$ cat src/rtl/shift_register_right5_circular.sv
// Circular right-rotate register with a synchronous parallel preset load.
// Used as a ring counter or rotating pattern source, with true and complemented outputs.
module shift_register_right5_circular #(
  parameter int WIDTH = 5
) (
  input  logic             clockpulse,
  input  logic             clear,
  input  logic             preset_enable,
  input  logic [WIDTH-1:0] preset,
  output logic [WIDTH-1:0] signal_q,
  output logic [WIDTH-1:0] signal_q_
);

  logic [WIDTH-1:0] shift_q;
  logic [WIDTH-1:0] shift_d;

  // Load has priority over rotate; there is no hold mode.
  always_comb begin
    shift_d = {shift_q[0], shift_q[WIDTH-1:1]};
    if (preset_enable) begin
      shift_d = preset;
    end
  end

  always_ff @(posedge clockpulse or negedge clear) begin
    if (!clear) begin
      shift_q <= '0;
    end else begin
      shift_q <= shift_d;
    end
  end

  assign signal_q  = shift_q;
  assign signal_q_ = ~shift_q;

endmodule

$ cat config.mk
export PLATFORM = sky130hd
export DESIGN_NAME = shift_register_right5_circular
export DESIGN_NICKNAME = d
export VERILOG_FILES = /design/src/rtl/shift_register_right5_circular.sv
export SDC_FILE = /design/constraint.sdc
export NUM_CORES = 1
export LEC_CHECK = 0
export ABC_AREA = 1
export CORE_AREA = 2 2 39 41
export DETAILED_ROUTE_END_ITERATION = 8
export DIE_AREA = 0 0 41 43
export SLEW_MARGIN = 20
export SYNTH_ARGS = -nofsm -noshare
export SYNTH_HDL_FRONTEND = slang
export SYNTH_SLANG_ARGS = --single-unit
$ cat constraint.sdc
create_clock -name clockpulse -period 0.8 [get_ports clockpulse]
set_input_delay 0.16 -clock clockpulse [delete_from_list [all_inputs] [get_ports clockpulse]]
set_output_delay 0.16 -clock clockpulse [all_outputs]
set_load 0.05 [all_outputs]
==> results of run 1 <==
==> Yosys cell counts <==
cell,count
nand2_1,15
dfrtp_1,5
inv_1,5
inv_2,1
==> per-layer routing <==
layer,share of wire [%],up-vias,track usage [%]
met5,0,-,0
met4,4.0,0,8.00
met3,12,3,3.66
met2,46,15,9.69
met1,37,99,10.5
li1,-,115,-
==> final cells by class <==
cell class,count,area share (%)
tap,16,3.60
timing repair buffer,18,50.5
sequential,5,23.6
inverter,6,7.43
clock buffer,4,4.73
multi-input combinational,15,10.1
==> worst max-delay path, cell delays in order, from the launching register on <==
cell        delay [ns]
dfrtp_2           0.42
clkinvlp_4        0.11
buf_12            0.15
==> timing repair <==
action                                  4_1_cts  5_1_grt
pin swaps                                     0        0
endpoints found under the setup margin       10       15
gates resized for setup                       0        1
==> through the flow <==
step / std cells / hold slack (ns) / TNS (ns) / power (mW) / util, %
CTS: 64 / 0.135 / -2.53 / 1.09 / 40.0
global placement: 60 / 0.397 / -1.19 / 0.774 / 38.1
detailed placement: 60 / 0.400 / -1.30 / 0.777 / 38.1
floorplan: 26 / -0.136 / -1.06 / 0.511 / -
finish: 64 / 0.131 / -2.46 / 1.07 / 40.1
global route: 64 / 0.146 / -2.74 / 1.12 / 40.1
==> logic make-up after synthesis <==
| group | synth area share [%] |
|---|---|
| buffers and inverters | 11.0 |
| DFF | 61.3 |
| and+or+nand+nor | 27.6 |
==> worst paths after layout <==
| path | from | to | cells past startpoint |
|---|---|---|---|
| setup / recovery | signal_q[2]$_DFF_PN0_ | signal_q_[2] | 2 |
| hold / removal | clear | signal_q[2]$_DFF_PN0_ | 1 |
| setup reg to reg | signal_q[2]$_DFF_PN0_ | signal_q[1]$_DFF_PN0_ | 2 |
| hold reg to reg | signal_q[3]$_DFF_PN0_ | signal_q[2]$_DFF_PN0_ | 2 |
| max in group asynchronous | clear | signal_q[0]$_DFF_PN0_ | 1 |
| min in group clockpulse | preset_enable | signal_q[4]$_DFF_PN0_ | 3 |
==> power by group <==
| group | total (mW) | internal (mW) | switching (mW) |
|---|---|---|---|
| sequential | 0.323 | 0.281 | 0.0424 |
| combinational | 0.445 | 0.221 | 0.224 |
| clock | 0.306 | 0.189 | 0.117 |
==> placed cells by master (no fill, tap or decap) <==
cell type / n
nand2_1: 15
buf_12: 10
clkdlybuf4s50_1: 6
clkinvlp_4: 5
dfrtp_2: 5
clkbuf_4: 3
inv_2: 1
clkbuf_1: 1
dlymetal6s2s_1: 1
buf_4: 1
==> run summary, run 1 <==
Critical path class: reg2out
Vias in the first global route: 231
Clk sink count: 5
Endpoints failing hold: 0
Cells after synthesis: 26
Multi-input gate area: 56.3 µm²
RSZ-0062 raised after global routing: yes
FMAX: 0.916 GHz
Data required time of the worst path: 0.64 ns
Final instance area: 556 µm²
Share of the synthesized area in the top cell type: 61.3%
Io pins: 18
Clk buf depth: 2
Gr ovfl total: 0
Number of port buffers: 17
Row count: 14
Post-CTS Setup Inserts: 0
Die Wd: 41 µm
Worst setup EP type: output port
Dpl hpwl: 417 µm
Pre-CTS WS: -0.236 ns
Final WL: 520 µm
Worst setup SP type: flop
Syn avg cell area: 7.84 µm²
Routability cong.: 0.687
Synthesized Nets: 34
Yosys cell types: 4
Worst clock skew: 0.00204 ns
Diode count: 0
Initial antenna violation count: 0
Status: finished, violations left
Reg clk slew, reported paths: 0.05 ns
CTS tree: built
Ranking of synthesized cells by area: dfrtp_1 (61%), nand2_1 (28%), inv_1 (9.2%), inv_2 (1.8%)
Worst-path fanout max: 3
Failing checks: negative setup slack
Drt pass-1 iters: 1
Cell Area, Placed: 527 µm²
Largest net degree at the start of global routing: 6
Routed length per placed instance: 8.13 µm
Hold crit path type: in2async
PD cells: 1930 mW/mm²
Die Footprint: 0.00176 mm²
Global-route wire length before repair: 931 µm
Post-Syn Area: 204 µm²
Synth Warn #: 0
Layout cells sized above 1: 52.1%
Fillcell total: 133
Nets: 57
# hold bufs at CTS: 0
Sequential-to-total area share from yosys stat: 61.3%
Die Ht: 43 µm
# H-tree levels: 1
Register bit total from synthesis: 5
Slew @ Worst Pin: 0.226 ns
Fin crit period: 1.09 ns
R2R setup slack: 0.12 ns
Peak VDD IR: 0.671 mV
Period utilization: 136%
Max FFs per register: 5
Syn-to-layout area delta: 172%
Vias post-DR: 232
Slew headroom: 84.9%
Root Driver: clkbuf_4
Final setup fails: 10
Fin worst setup slack: -0.291 ns
Max-Cap Viols: 0
Core Area: 0.00138 mm²
Initial Util: 14.7%
Skew-Pair Late Insertion Delay: 0.25 ns
Area leader, netlist: dfrtp_1
Num CTS Buffers: 3
CP arrival: 0.93 ns
Residual DRC: 0
Vias per cell: 3.63
ANT nets after route: 0
Total GRT Usage: 8.28%
Max-slew violation count: 0
DRT iter0 DRCs: 0
Leak: 0.254 nW
Register area: 131 µm²
Note: power is estimated with default switching activity, not from simulation.
==> run 2, diff against run 1 <==
--- a/config.mk
+++ b/config.mk
@@ -9,6 +9,7 @@
 export CORE_AREA = 2 2 39 41
 export DETAILED_ROUTE_END_ITERATION = 8
 export DIE_AREA = 0 0 41 43
+export MAX_ROUTING_LAYER = met4
 export SLEW_MARGIN = 20
 export SYNTH_ARGS = -nofsm -noshare
 export SYNTH_HDL_FRONTEND = slang
==> results of run 2 <==
Final layout, timing and power as in run 1 (identical DEF).
Among the figures that moved: final weighted congestion in routability-driven placement 0.687 -> 0.694; overall routing resource usage 8.28% -> 8.49%
